`config.mk`:
```
export PLATFORM = sky130hd
export DESIGN_NAME = component_table_reader
export DESIGN_NICKNAME = d
export VERILOG_FILES = /design/src/rtl/component_table_reader.sv
export SDC_FILE = /design/constraint.sdc
export NUM_CORES = 1
export LEC_CHECK = 0
export BUFFER_PORTS_ARGS = -buffer_cell sky130_fd_sc_hd__buf_2
export CAP_MARGIN = 25
export CORE_ASPECT_RATIO = 2
export CORE_MARGIN = 1
export CORE_UTILIZATION = 55
export CTS_BUF_LIST = sky130_fd_sc_hd__clkbuf_8
export CTS_CLUSTER_DIAMETER = 40
export DETAILED_ROUTE_END_ITERATION = 6
export PLACE_DENSITY = 0.91
export RECOVER_POWER = 50
export SLEW_MARGIN = 25
export SYNTH_ARGS = -nofsm -noshare
export SYNTH_HDL_FRONTEND = slang
export SYNTH_SLANG_ARGS = --single-unit
export TNS_END_PERCENT = 100
```
`constraint.sdc`:
```
create_clock -name clk -period 3.3 [get_ports clk]
set_clock_uncertainty 0.1 [all_clocks]
set_input_delay 0.165 -clock clk [delete_from_list [all_inputs] [get_ports clk]]
set_output_delay 0.165 -clock clk [all_outputs]
set_load 0.02 [all_outputs]
```
`src/rtl/component_table_reader.sv`:
```
// Frame-end readout: walks labels 1..N-1, resolves each root through the merge table,
// fetches the label's data-table entry and streams {label, root, data} over valid/ready.
module component_table_reader #(
    parameter int unsigned WORD_SIZE  = 8,
    parameter int unsigned DATA_WIDTH = 24
) (
    input  logic                  clk,
    input  logic                  reset,
    input  logic                  start,
    input  logic [WORD_SIZE-1:0]  num_labels,
    output logic [WORD_SIZE-1:0]  merge_r_addr,
    input  logic [WORD_SIZE-1:0]  merge_data,
    output logic [WORD_SIZE-1:0]  data_r_addr,
    input  logic [DATA_WIDTH-1:0] data_data,
    output logic                  out_valid,
    input  logic                  out_ready,
    output logic [WORD_SIZE-1:0]  out_label,
    output logic [WORD_SIZE-1:0]  out_root,
    output logic [DATA_WIDTH-1:0] out_data,
    output logic                  busy,
    output logic                  done,
    output logic                  error
);

    typedef enum logic [2:0] {
        StIdle, StMRead, StMChk, StDRead, StDCap, StEmit, StDone
    } state_e;

    localparam logic [WORD_SIZE-1:0] One = WORD_SIZE'(1);

    state_e                  state_q, state_d;
    logic [WORD_SIZE-1:0]    n_q, n_d;
    logic [WORD_SIZE-1:0]    i_q, i_d;
    logic [WORD_SIZE-1:0]    cur_q, cur_d;
    logic [WORD_SIZE-1:0]    root_q, root_d;
    logic [WORD_SIZE-1:0]    maddr_q, maddr_d;
    logic [WORD_SIZE-1:0]    daddr_q, daddr_d;
    logic [WORD_SIZE-1:0]    label_q, label_d;
    logic [WORD_SIZE-1:0]    oroot_q, oroot_d;
    logic [DATA_WIDTH-1:0]   data_q, data_d;
    logic                    error_q, error_d;

    always_ff @(posedge clk) begin
        if (reset) begin
            state_q <= StIdle;
            n_q     <= '0;
            i_q     <= '0;
            cur_q   <= '0;
            root_q  <= '0;
            maddr_q <= '0;
            daddr_q <= '0;
            label_q <= '0;
            oroot_q <= '0;
            data_q  <= '0;
            error_q <= 1'b0;
        end else begin
            state_q <= state_d;
            n_q     <= n_d;
            i_q     <= i_d;
            cur_q   <= cur_d;
            root_q  <= root_d;
            maddr_q <= maddr_d;
            daddr_q <= daddr_d;
            label_q <= label_d;
            oroot_q <= oroot_d;
            data_q  <= data_d;
            error_q <= error_d;
        end
    end

    // Read addresses are loaded on entry to M_READ / D_READ so the RAM sees them
    // during that state and returns data in the following (check/capture) state.
    always_comb begin
        state_d = state_q;
        n_d     = n_q;
        i_d     = i_q;
        cur_d   = cur_q;
        root_d  = root_q;
        maddr_d = maddr_q;
        daddr_d = daddr_q;
        label_d = label_q;
        oroot_d = oroot_q;
        data_d  = data_q;
        error_d = error_q;
        unique case (state_q)
            StIdle: begin
                if (start) begin
                    n_d     = num_labels;
                    error_d = 1'b0;
                    if (num_labels <= One) begin
                        state_d = StDone;
                    end else begin
                        i_d     = One;
                        cur_d   = One;
                        maddr_d = One;
                        state_d = StMRead;
                    end
                end
            end
            StMRead: state_d = StMChk;
            StMChk: begin
                if (merge_data == cur_q || merge_data == '0) begin
                    root_d  = cur_q;
                    daddr_d = i_q;
                    state_d = StDRead;
                end else if (merge_data < cur_q) begin
                    cur_d   = merge_data;
                    maddr_d = merge_data;
                    state_d = StMRead;
                end else begin
                    // Forward link is corrupt; stop walking so a bad table cannot loop.
                    error_d = 1'b1;
                    root_d  = cur_q;
                    daddr_d = i_q;
                    state_d = StDRead;
                end
            end
            StDRead: state_d = StDCap;
            StDCap: begin
                label_d = i_q;
                oroot_d = root_q;
                data_d  = data_data;
                state_d = StEmit;
            end
            StEmit: begin
                if (out_ready) begin
                    if (i_q == n_q - One) begin
                        state_d = StDone;
                    end else begin
                        i_d     = i_q + One;
                        cur_d   = i_q + One;
                        maddr_d = i_q + One;
                        state_d = StMRead;
                    end
                end
            end
            StDone:  state_d = StIdle;
            default: state_d = StIdle;
        endcase
    end

    assign merge_r_addr = maddr_q;
    assign data_r_addr  = daddr_q;
    assign out_valid    = (state_q == StEmit);
    assign out_label    = label_q;
    assign out_root     = oroot_q;
    assign out_data     = data_q;
    assign busy         = (state_q != StIdle);
    assign done         = (state_q == StDone);
    assign error        = error_q;

endmodule
```
## Yosys cells after proc, flatten, opt, wreduce, memory -nomap -nowiden

Cells that the tools add are included.

- Logic and storage cells: 66
- Flip-flop bits (word level): 84
- Output and inout port bits: 60
- Input port bits: 44

- Reduce and logical (&&, ||, !) cells: 13
- Add/sub/neg operators: 2
- Eq/ne operators: 16
- Magnitude comparators: 2
- Muxes and demuxes: 23

Operator list:

| kind | count |
|---|---|
| two-way mux 8 bit | 10 |
| case mux 8 bit (3 select lines) | 1 |
| case mux 3 bit (6 select lines) | 1 |
| == test 8 bit | 2 |
| case mux 8 bit (2 select lines) | 1 |
| != test 2 bit, second input constant | 7 |
| two-way mux 3 bit | 4 |
| == test 3 bit, second input constant | 3 |
| adder 8 x 1 -> 8 bit, second input constant | 1 |
| <= comparator 8 x 1 -> 1 bit, second input constant | 1 |
| zero test 8 bit | 1 |
| < comparator 8 bit | 1 |
| subtractor 8 x 1 -> 8 bit, second input constant | 1 |
| AND reduction 7 bit | 1 |
| == test 3 x 2 -> 1 bit, second input constant | 2 |
| AND reduction 2 bit | 3 |
| nonzero test 3 bit | 2 |
| AND reduction 5 bit | 1 |
| two-way mux 2 bit | 2 |
| AND reduction 4 bit | 1 |
| nonzero test 2 bit | 2 |
| == test 3 x 1 -> 1 bit, second input constant | 1 |
| zero test 3 bit | 1 |
| two-way mux 1 bit | 3 |
| other kinds (3) | 3 |

## Depth between registers and ports, before layout

Gate-level depths: netlist of run 1.

- Depth after elaboration: 5
- Gate-level depth with buffers: 11
- Mapped depth without buffers: 8

## Least setup slack after synthesis of run 1

No wires, ideal clock.

- Path type: reg2reg
- Start: register n_q[0]
- End: register maddr_q[7], in the netlist merge_r_addr[7]
- Stages on the path, launching flop included: 12
- Period minus slack after synthesis: 2570 ps
- Data required time: 3109 ps
- Library setup time: 91 ps
- Path slack: 730 ps
- Buffers on the path: 3
- Arrival time: 2379 ps
- Cell sequence: dfxtp_1 buf_2 inv_1 ha_1 buf_2 o21bai_1 a2111oi_0 a311o_1 o2111ai_2 and3_1 buf_2 a311oi_1

- Word-level cells in the longest chain between the ends: 4

RTL lines:

| item | line | text |
|---|---|---|
| start, declared | 32 | `logic [WORD_SIZE-1:0] n_q, n_d;` |
| start signal, assigned | 58 | `n_q <= n_d;` |
| subtractor 8 x 1 -> 8 bit | 127 | `if (i_q == n_q - One) begin` |
| == test 8 bit | 127 |  |
| != test 2 bit (no line) | -- |  |
| AND reduction 7 bit (no line) | -- |  |
| end signal, assigned | 62 | `maddr_q <= maddr_d;` |
| end, declared | 36 | `logic [WORD_SIZE-1:0] maddr_q, maddr_d;` |

Every way passes these cells.
A chain may end at the register's enable or synchronous reset.

## Worst setup path after layout of run 1

Ends and elaborated chain as after synthesis.

==> results of run 1 <==
power by group through the flow:
stage,combinational [W],sequential (W),clock (W)
detailed placement,0.000272,0.00110,0
global placement,0.000262,0.00109,0
finish,0.000304,0.00107,0.000714
floorplan,0.000185,0.00109,0
global route,0.000334,0.00108,0.000767
CTS,0.000303,0.00107,0.000724
tightest hold or removal path, stage by stage:
cell and delay (ns):
buf_2 0.11, inv_1 0.07, nand2_1 0.06, a211oi_1 0.06
state kept, by name (all words and copies together), names as in the netlist:
register / flops
out_data: 24
data_r_addr: 8
i_q: 8
merge_r_addr: 8
n_q: 8
out_label: 8
out_root: 8
root_q: 8
state_q: 3
error: 1
how the worst min path moves through the flow:
stage	end	slack (ns)	cells past startpoint	from
floorplan	n_q[0]	0.20	2	num_labels[0]
global placement	out_data[17]	0.31	3	data_data[17]
detailed placement	out_data[23]	0.31	3	data_data[23]
CTS	merge_r_addr[7]	0.04	3	merge_data[7]
global route	merge_r_addr[7]	0.06	3	merge_data[7]
finish	state_q[2]	0.06	4	out_ready
metrics by stage:
stage,std cells,setup WS [ns]
4_1_cts,723,0.362
5_1_grt,723,0.0931
3_3_place_gp,676,0.555
6_report,723,0.347
2_1_floorplan,518,0.730
3_5_place_dp,676,0.395
area by class of cell:
class,instances,area [sq um]
clock buffers,10,138
well taps,90,113
flip-flops and latches,84,1680
multi-input cells,375,2030
repair buffers,140,796
inverters,19,71.3
clock inverters,5,53.8
fillers,573,2050
metal layers:
metal / GRT usage / part of all wire
met1: 0.274 / 0.35
met2: 0.551 / 0.55
met3: 0.0605 / 0.048
met4: 0.206 / 0.054
met5: 0 / 0
logic make-up (layout without fill, tap and decap cells):
family,count (synthesis),in the layout,share of synthesized area
and+or+nand+nor,213,213,0.235
AOI/OAI and AO/OA,134,134,0.207
DFF,84,84,0.425
buffers and inverters,59,174,0.0608
xor gates and xnor gates,15,15,0.0332
adders and majority gates,10,10,0.0317
muxes,3,3,0.00760
layout by cell type (no fill, tap or decap), types with 8 or more instances in the layout:
cell type	synthesis	final
clkbuf_1	30	60
xnor2_1	8	8
nor3_1	10	10
a21oi_1	76	76
nor2_1	12	11
ha_1	10	10
nand2_1	151	151
dlygate4sd3_1	0	32
clkbuf_8	0	10
inv_1	19	20
buf_2	9	44
dfxtp_1	84	84
timing repair:
item,in CTS,in global routing
endpoints found under the hold margin,32,0
buffers inserted,0,0
hold buffers,32,0
==> summary.md, run 1 <==
| Metric | Value |
|---|---|
| Status | complete, but fails checks |
| Violated checks | capacitance limit, slew limit |
| Clk pwr share | 0.341 |
| CP max FO | 8 |
| RSZ-0062 raised after global routing | false |
| Cell Chain, Critical Path | inv_1 -> ha_1 -> o21bai_1 -> a2111oi_0 -> a311o_1 -> o2111ai_2 -> and3_1 -> a311oi_1 |
| Bufs and invs on worst path | 1 |
| Via count | 4122 |
| Flop pwr share | 0.513 |
| VDD IR-drop max | 0.000380 V |
| Combinational Power Share | 0.145 |
| Startpoint Class | register |
| Row count | 43 |
| Total Wirelength | around 11000 microns |
| Initial antenna violation count | 0 |
| Area Overhead vs Synth | 23.6% |
| Post-synthesis register bit count | 84 |
| Final Max Slew Viols | 41 |
| TritonCTS clock tree | built |
| Post-route ant nets | 0 |
| Setup CP Type | register to register |
| Router iterations before antenna repair | 6 |
| Die area | ~0.0076 sq mm |
| Syn_nets | about 570 |
| Slew at the pin closest to its max-slew limit | ~1.7 ns |
| Initial Util | 0.569 |
| Post-DP Area | 0.00445 sq mm |
| Fmax | 0.339 GHz |
| Delay of the slowest cell on the worst path | around 0.6 ns |
| FF-to-FF End | merge_r_addr[7] |
| CTS root buffer | clkbuf_8 |
| Area contributors post-synth | dfxtp_1 (43%), nand2_1 (14%), a21oi_1 (9.6%), ha_1 (3.2%), clkbuf_1 (2.8%) |
| DRT iter0 DRCs | 220 |
| Die Y | between 100 and 150 microns |
| Pint | between 0.0015 and 0.002 W |
| PortBufs | 103 |
| Routed WL per cell | 15.3 microns |
| Area of the core | 0.00694 sq mm |
| Synth Flop Type | dfxtp_1 |
| DP Wirelength | approximately 7600 microns |
| Design area | about 0.0049 sq mm |
| Commonest cells post-synth | nand2_1 (151), dfxtp_1 (84), a21oi_1 (76) |
| PostCTS Resize Cnt | 0 |
| Mapped Cells | 518 |
| Total gr overflow | 0 |
| Leakage | between 1.5 and 2 nW |
| # IOs | roughly 100 |
| Vias in the first global route | ~4000 |
| Nature of the critical path endpoint | register |
| Setup TNS | 0 ns |
| Num CTS Buffers | 9 |
| Critical path endpoint | merge_r_addr[7] |
| All-Layer GR Usage | 0.302 |
| Chip width | roughly 62 microns |
| DR DRC count | 0 |
| Switching share of total power | 0.269 |
| Global-route wire length before repair | 16900 microns |
| Endpoints failing setup | 0 |
| TritonCTS sink count | 84 |
| Post-synth EDFFs | 0 |
| Synth Cell Area | about 0.0040 sq mm |
| P_sw | 0.000564 W |
| Post-synthesis sequential area ratio | 0.425 |
| Crit path time final | between 2 and 3 ns |
| Cell count along the critical path | 8 |
| Final hold slack | between 0.06 and 0.07 ns |
| Most frequent cell after synthesis | nand2_1 |
| Syn. warnings | 0 |
| Total Power | roughly 0.0021 W |
| Final Hold Viols | 0 |
| Vias per cell | ~5.7 |
| # diodes | 0 |
| Critical path's slowest cell | a2111oi_0 |
| Yosys cell types | between 40 and 50 |
| Fin util | 0.704 |
| Clk pin slew, worst setup/hold paths | about 0.08 ns |
| R2R depth | 8 |
| CP required | roughly 3.5 ns |
| Worst min path class | input port to register |
| NumNets Final | 683 |
| Crit. Startpoint | n_q[0] |
| Synth top area share | 0.425 |
| Crit path DAT | ~3.1 ns |
| GP Congestion | ~1 |
| Max-Cap Viols | 1 |
| Longest Clk Path Bufs | 2 |
| Worst R2R Start | n_q[0] |
| Share of cells above drive strength 1 | 0.112 |
| Largest net degree at the start of global routing | between 50 and 60 |
| Largest area contributor in the netlist | dfxtp_1 |
| CP top delay family | compound AO/OA/AOI/OAI gates |
| Tcrit/Tclk final | 0.895 |
| Avg Cell Area, Syn | roughly 7.6 sq um |
| R2r setup slk | ~0.35 ns |
| FFs w/ async S/R, synth | 0 |
| P per Cell Area | approximately 430 mW/mm^2 |
| CTS HTree Levels | 3 |
| Relative slew slack | -0.104 |
| Clock Latency Late Sink | around 0.36 ns |
No activity file was read; power rests on OpenSTA's default activity.
==> inputs of run 2 (changes only) <==
- ABC_AREA: unset -> 1
- CORE_UTILIZATION: 55 -> 54
- PLACE_DENSITY: 0.91 -> 0.9
==> run 2 against run 1 <==
  * The run now ends clean
  * Setup slack better by 0.43 ns
  * Combinational power up 120%
  * Clock power rose by 4.5%
  * Synthesized area fell by 4.0%
  * Fmax is 17% higher
  * Die area decreased by 2.1%
  * Sequential power rose by 9%
  * Synthesized cell count rose by 4.8%
  * Power up 23%
  * Design area shrank 2.3%
  * Utilization is 0.58 points higher
  * Final cell count is 5.1% higher
  * Largest cell class unchanged
  * Largest power group unchanged
==> summary.md, run 2 <==
| Metric | Value |
|---|---|
| Yosys cell types | 27 (was 49) |
| Max reg flops | 24 (unchanged) |
| CP max FO | 48 (was 8) |
| Met2 wire len | 6250 microns (was 6050 microns) |
| # IOs | 104 (unchanged) |
| CTS HTree Levels | 3 (unchanged) |
| WL met1 | 3820 microns (was 3900 microns) |
| Largest area contributor in the netlist | dfxtp_1 (unchanged) |
| DR DRC count | 0 (unchanged) |
| All-Layer GR Usage | 0.315 (was 0.302) |
| Vias per cell | 5.32 (was 5.70) |
| Setup TNS | 0 ns (unchanged) |
| GP Congestion | 0.873 (was 0.978) |
| TritonCTS clock tree | built (unchanged) |
| CP required | 3.42 ns (was 3.45 ns) |
| Initial antenna violation count | 0 (unchanged) |
| Post-synth EDFFs | 0 (unchanged) |
| Row count | 42 (was 43) |
| Synth Cell Area | 0.00380 sq mm (was 0.00395 sq mm) |
| Placed cells | 717 (was 676) |
| Synth top area share | 0.443 (was 0.425) |
| Final Non-Filler Cells | 760 (was 723) |
| Router iterations before antenna repair | 5 (was 6) |
| PostCTS Resize Cnt | 0 (unchanged) |
| Post-synthesis sequential area ratio | 0.443 (was 0.425) |
| Initial Util | 0.564 (was 0.569) |
| Setup bufs post-CTS | 0 (unchanged) |
| Final Hold Viols | 0 (unchanged) |
| VDD IR-drop max | 0.000419 V (was 0.000380 V) |
| Chip width | 61.3 microns (was 61.9 microns) |
| FFs w/ async S/R, synth | 0 (unchanged) |
| Mapped Cells | 543 (was 518) |
| Commonest cells post-synth | nor2_1 (119), nand2_1 (86), dfxtp_1 (84) (was nand2_1 (151), dfxtp_1 (84), a21oi_1 (76)) |
| Via count | 4043 (was 4122) |
| Total Wirelength | 11100 microns (about the same) |
| Clk pin slew, worst setup/hold paths | 0.08 ns (about the same) |
| Worst min path class | input port to register (unchanged) |
| Avg Cell Area, Syn | 6.99 sq um (was 7.63 sq um) |
| Post-synthesis register bit count | 84 (unchanged) |
| Commonest non-fill, non-tap cells in the layout | nor2_1 (119), nand2_1 (86), dfxtp_1 (84) (was nand2_1 (151), dfxtp_1 (84), a21oi_1 (76)) |
| Routed met3 length | 490 microns (was 528 microns) |
| Largest net degree at the start of global routing | 74 (was 54) |
| Max-Cap Viols | 0 (was 1) |
| Nature of the critical path endpoint | register (unchanged) |
| Crit path DAT | 2.64 ns (was 3.11 ns) |
| Most frequent cell after synthesis | nor2_1 (was nand2_1) |
| NumNets Final | 723 (was 683) |
| Endpoints failing setup | 0 (unchanged) |
| Area contributors post-synth | dfxtp_1 (44%), nor2_1 (12%), o21ai_0 (9.1%), nand2_1 (8.5%), a21oi_1 (5.7%) (was dfxtp_1 (43%), nand2_1 (14%), a21oi_1 (9.6%), ha_1 (3.2%), clkbuf_1 (2.8%)) |
| Synth Flop Type | dfxtp_1 (unchanged) |
| Routed WL per cell | 14.6 microns (was 15.3 microns) |
| Crit path time final | 2.52 ns (was 2.95 ns) |
| TritonCTS sink count | 84 (unchanged) |
| Slew at the pin closest to its max-slew limit | 0.930 ns (was 1.66 ns) |
| R2r setup slk | 0.78 ns (was 0.35 ns) |
| Total gr overflow | 0 (unchanged) |
| Num CTS Buffers | 9 (unchanged) |
| # diodes | 0 (unchanged) |
| Longest Clk Path Bufs | 2 (unchanged) |
| Global-route wire length before repair | 16900 microns (about the same) |
| RSZ-0062 raised after global routing | false (unchanged) |
| Vias in the first global route | 3841 (was 3906) |
| Final Max Slew Viols | 0 (was 41) |
| Area of the core | 0.00673 sq mm (was 0.00694 sq mm) |
| Status | completed (was complete, but fails checks) |
| Post-route ant nets | 0 (unchanged) |
| CTS root buffer | clkbuf_8 (unchanged) |
| Leakage | 2.11 nW (was 1.77 nW) |
| Commonest non-fill, non-tap cell in the layout | nor2_1 (was nand2_1) |
| Tcrit/Tclk final | 0.763 (was 0.895) |
| DP Wirelength | 7700 microns (was 7590 microns) |
| Uppermost layer routed | met4 (unchanged) |
| Share of cells above drive strength 1 | 0.113 (was 0.112) |
| PortBufs | 103 (unchanged) |
| Startpoint Class | register (unchanged) |
| Fmax | 0.397 GHz (was 0.339 GHz) |
| Setup CP Type | register to register (unchanged) |
| DRT iter0 DRCs | 212 (was 220) |
| Die Y | 121 microns (was 122 microns) |
| Die area | 0.00739 sq mm (was 0.00755 sq mm) |
| Area Overhead vs Synth | 25.8% (was 23.6%) |
| Relative slew slack | 0.380 (was -0.104) |
| Clock Latency Late Sink | 0.37 ns (was 0.36 ns) |
| Syn. warnings | 0 (unchanged) |
| P per Cell Area | 540 mW/mm^2 (was 428 mW/mm^2) |
| Cts hold-fix bufs | 29 (was 32) |
| Syn_nets | 597 (was 572) |
-- run 2: cell types whose count changed after synthesis, moves of 14 or more --
cell	change
a21oi_1	-33
clkbuf_1	-14
inv_1	+28
nand2_1	-65
nand3_1	+16
nor2_1	+107
o21ai_0	+62
-- run 2: worst max-delay path: stages (launching register included) --
cell	delay, ns
dfxtp_1	0.43
nor2_1	0.10
nand2_1	0.09
clkbuf_2	0.51
inv_1	0.12
clkbuf_2	0.54
o21ai_0	0.40
a21oi_1	0.07
-- run 2: cell type report --
type / count / area [sq um]
Fill cell: 592 / 1950
Inverter: 51 / 194
Clock inverter: 3 / 46.3
Clock buffer: 11 / 151
Multi-Input combinational cell: 387 / 1830
Sequential cell: 84 / 1680
Tap cell: 88 / 110
Timing Repair Buffer: 136 / 757
-- run 2: path summary, 6_finish.rpt --
kind                               startpoint            to  cells after the start
worst max-delay path               state_q[0]  out_label[7]                      7
worst min-delay path            num_labels[2]        n_q[2]                      3
worst max register to register     state_q[0]  out_label[7]                      7
worst min register to register    out_data[4]   out_data[4]                      2
-- run 2: kinds of logic (layout without fill, tap and decap cells) --
logic type | Yosys count | in the layout | synth area share
AOI/OAI and AO/OA | 119 | 119 | 0.157
adders and majority gates | 10 | 10 | 0.0330
and+or+nand+nor | 255 | 255 | 0.286
DFF | 84 | 84 | 0.443
xor gates and xnor gates | 3 | 3 | 0.00692
buffers and inverters | 72 | 201 | 0.0738
-- run 2: where the power goes --
| part | leakage [nW] | internal (W) | switching (W) |
|---|---|---|---|
| Clock | 0.0979 | 0.000385 | 0.000361 |
| Sequential | 0.683 | 0.00110 | 0.0000723 |
| Combinational | 1.33 | 0.000226 | 0.000439 |
-- run 2: metal layers --
metal,global-route usage,up-vias
li1,-,2003
met1,0.295,1861
met2,0.563,139
met3,0.0620,40
met4,0.227,0
met5,0,-
-- run 2: stage by stage --
step                area [sq um]  power [W]  setup WS, ns   util  hold slack [ns]
detailed placement          4370    0.00183         0.973  0.649            0.296
CTS                         4850    0.00259         0.951  0.722          0.00803
floorplan                   3800    0.00163          1.25      -            0.134
finish                      4770    0.00258         0.782  0.710           0.0145
global placement            4370    0.00181         0.986  0.649            0.296
global route                4770    0.00272         0.555  0.710           0.0593
==> inputs of run 3 (changes only) <==
- ABC_AREA: 1 -> 0
- CORE_UTILIZATION: 54 -> 49
- PLACE_DENSITY: 0.9 -> 0.86
- clock period: 3.3 -> 2.2 ns (I/O delays scaled with it)
==> run 3 against run 2 <==
  * The flow now finishes with violations (setup timing)
  * Design area up 13%
  * Highest routed layer unchanged
  * Sequential power rose by 36%
  * Wire length increased by 15%
  * Worst hold slack improved by 0.026 ns
  * Power rose by 29%
  * Count of clock-buffer cells in the layout down 1
  * Register-to-register slack worse by 0.96 ns
==> summary.md, run 3 (synthesis results as in run 1) <==
| Metric | Value |
|---|---|
| Min-delay src | reset (was num_labels[2]) |
| Crit path DAT | 2.51 ns (was 2.64 ns) |
| Area Overhead vs Synth | 37.0% (was 25.8%) |
| Final hold slack | 0.0408 ns (was 0.0145 ns) |
| DR DRC count | 0 (unchanged) |
| CTS root buffer | clkbuf_8 (unchanged) |
| Final Non-Filler Cells | 770 (was 760) |
| Area of the core | 0.00789 sq mm (was 0.00673 sq mm) |
| DRT iter0 DRCs | 239 (was 212) |
| PortBufs | 103 (unchanged) |
| Relative slew slack | 0.674 (was 0.380) |
| Via count | 4385 (was 4043) |
| Setup TNS | -0.626 ns (was 0 ns) |
| Routed WL per cell | 16.6 microns (was 14.6 microns) |
| Total Wirelength | 12800 microns (was 11100 microns) |
| RSZ-0062 raised after global routing | true (was false) |
| Fmax | 0.421 GHz (was 0.397 GHz) |
| Setup CP Type | register to register (unchanged) |
| Slew at the pin closest to its max-slew limit | 0.489 ns (was 0.930 ns) |
| Cell Chain, Critical Path | nor4_4 -> buf_4 -> a2111oi_4 -> a311o_1 -> o2111a_2 -> o311ai_1 -> o21ai_1 (was nor2_1 -> nand2_1 -> clkbuf_2 -> inv_1 -> clkbuf_2 -> o21ai_0 -> a21oi_1) |
| Die Y | 129 microns (was 121 microns) |
| # diodes | 0 (unchanged) |
| Clock Latency Late Sink | 0.37 ns (about the same) |
| Fill count | 637 (was 592) |
| Total Power | 0.00333 W (was 0.00258 W) |
| DP Wirelength | 8470 microns (was 7700 microns) |
| Largest net degree at the start of global routing | 48 (was 74) |
| # IOs | 104 (unchanged) |
| Global-route wire length before repair | 19300 microns (was 16900 microns) |
| GP Congestion | 1.03 (was 0.873) |
| Placed cells | 716 (was 717) |
| Clk pin slew, worst setup/hold paths | 0.08 ns (about the same) |
| Nature of the critical path endpoint | register (unchanged) |
| Max reg flops | 24 (unchanged) |
| Commonest non-fill, non-tap cells in the layout | nand2_1 (151), dfxtp_1 (81), a21oi_1 (75) (was nor2_1 (119), nand2_1 (86), dfxtp_1 (84)) |
| P per Cell Area | 615 mW/mm^2 (was 540 mW/mm^2) |
| Commonest non-fill, non-tap cell in the layout | nand2_1 (was nor2_1) |
| Startpoint Class | register (unchanged) |
| Final Hold Viols | 0 (unchanged) |
| Post-route ant nets | 0 (unchanged) |
| Die area | 0.00845 sq mm (was 0.00739 sq mm) |
| Tcrit/Tclk final | 1.08 (was 0.763) |
| Initial Util | 0.501 (was 0.564) |
| Crit. Startpoint | n_q[5] (was state_q[0]) |
| Status | complete, but fails checks (was completed) |
| CP required | 2.33 ns (was 3.42 ns) |
| Router iterations before antenna repair | 5 (unchanged) |
| CTS HTree Levels | 3 (unchanged) |
| Vias per cell | 5.69 (was 5.32) |
| Total gr overflow | 0 (unchanged) |
| Delay of the slowest cell on the worst path | 0.39 ns (was 0.54 ns) |
| Fin util | 0.687 (was 0.710) |
| TritonCTS sink count | 84 (unchanged) |
| TritonCTS clock tree | built (unchanged) |
| Final Max Slew Viols | 0 (unchanged) |
| Share of cells above drive strength 1 | 0.211 (was 0.113) |
| Endpoints failing setup | 14 (was 0) |
| Worst R2R Start | n_q[5] (was state_q[0]) |
| VDD IR-drop max | 0.000438 V (was 0.000419 V) |
| Max-Cap Viols | 0 (unchanged) |
| Longest Clk Path Bufs | 2 (unchanged) |
| M1 GR Usage | 0.265 (was 0.295) |
| Num CTS Buffers | 9 (unchanged) |
| Critical path's slowest cell | a311o_1 (was clkbuf_2) |
| NumNets Final | 723 (unchanged) |
| Initial antenna violation count | 0 (unchanged) |
| Violated checks | setup timing |
| CP max FO | 6 (was 48) |
| Leakage | 2.02 nW (was 2.11 nW) |
| Met2 usage | 0.557 (was 0.563) |
| All-Layer GR Usage | 0.301 (was 0.315) |
| GR peak layer | met2 (unchanged) |
| M3 GR Usage | 0.0748 (was 0.0620) |
| Worst min path class | input port to register (unchanged) |
| Vias in the first global route | 4338 (was 3841) |
| Row count | 46 (was 42) |
| Crit path time final | 2.38 ns (was 2.52 ns) |
| Chip width | 65.5 microns (was 61.3 microns) |
| Setup slack after layout | -0.177 ns (was 0.782 ns) |
run 3: power breakdown:
group | internal [W] | switching (W)
registers | 0.00155 | 0.0000342
logic | 0.000280 | 0.000335
clock network | 0.000555 | 0.000573
total | 0.00239 | 0.000942
run 3: routing by layer:
metal | part of all wire | routed length, microns
met4 | 0.068 | 862
met2 | 0.54 | 6880
met3 | 0.061 | 782
met1 | 0.33 | 4240
met5 | 0 | 0
run 3: what timing repair did:
action,in CTS,in global routing
hold endpoints to repair,34,0
cloned,1,0
setup buffers,3,0
hold buffers,34,0
pin swaps,4,13
endpoints found under the setup margin,17,28
gates resized for setup,16,15
run 3: layout make-up:
type	count	area, sq um	area share
Tap cell	96	120	0.0222
Clock buffer	10	138	0.0254
Multi-Input combinational cell	376	2220	0.409
Inverter	19	71.3	0.0132
Clock inverter	6	63.8	0.0118
Timing Repair Buffer	179	1120	0.207
Sequential cell	84	1690	0.311
run 3: worst max-delay path: cells and delay by family (launching register included):
kind	cells	cell delay, ns
AOI/OAI and AO/OA	5	1.35
buffers and inverters	1	0.19
DFF	1	0.34
and+or+nand+nor	1	0.26
run 3: worst paths after layout:
check	to	slack (ns)	cells past startpoint
worst min register to register	data_r_addr[2]	0.35	2
worst max register to register	i_q[5]	-0.18	7
worst min-delay path	i_q[0]	0.04	2
worst max-delay path	i_q[5]	-0.18	7
run 3: metrics by stage:
step,area [sq um],setup slack [ns]
4_1_cts,5400,-0.0248
3_5_place_dp,4750,-0.131
2_1_floorplan,3990,-0.0914
6_report,5410,-0.177
5_1_grt,5410,-0.295
3_3_place_gp,4750,-0.0342
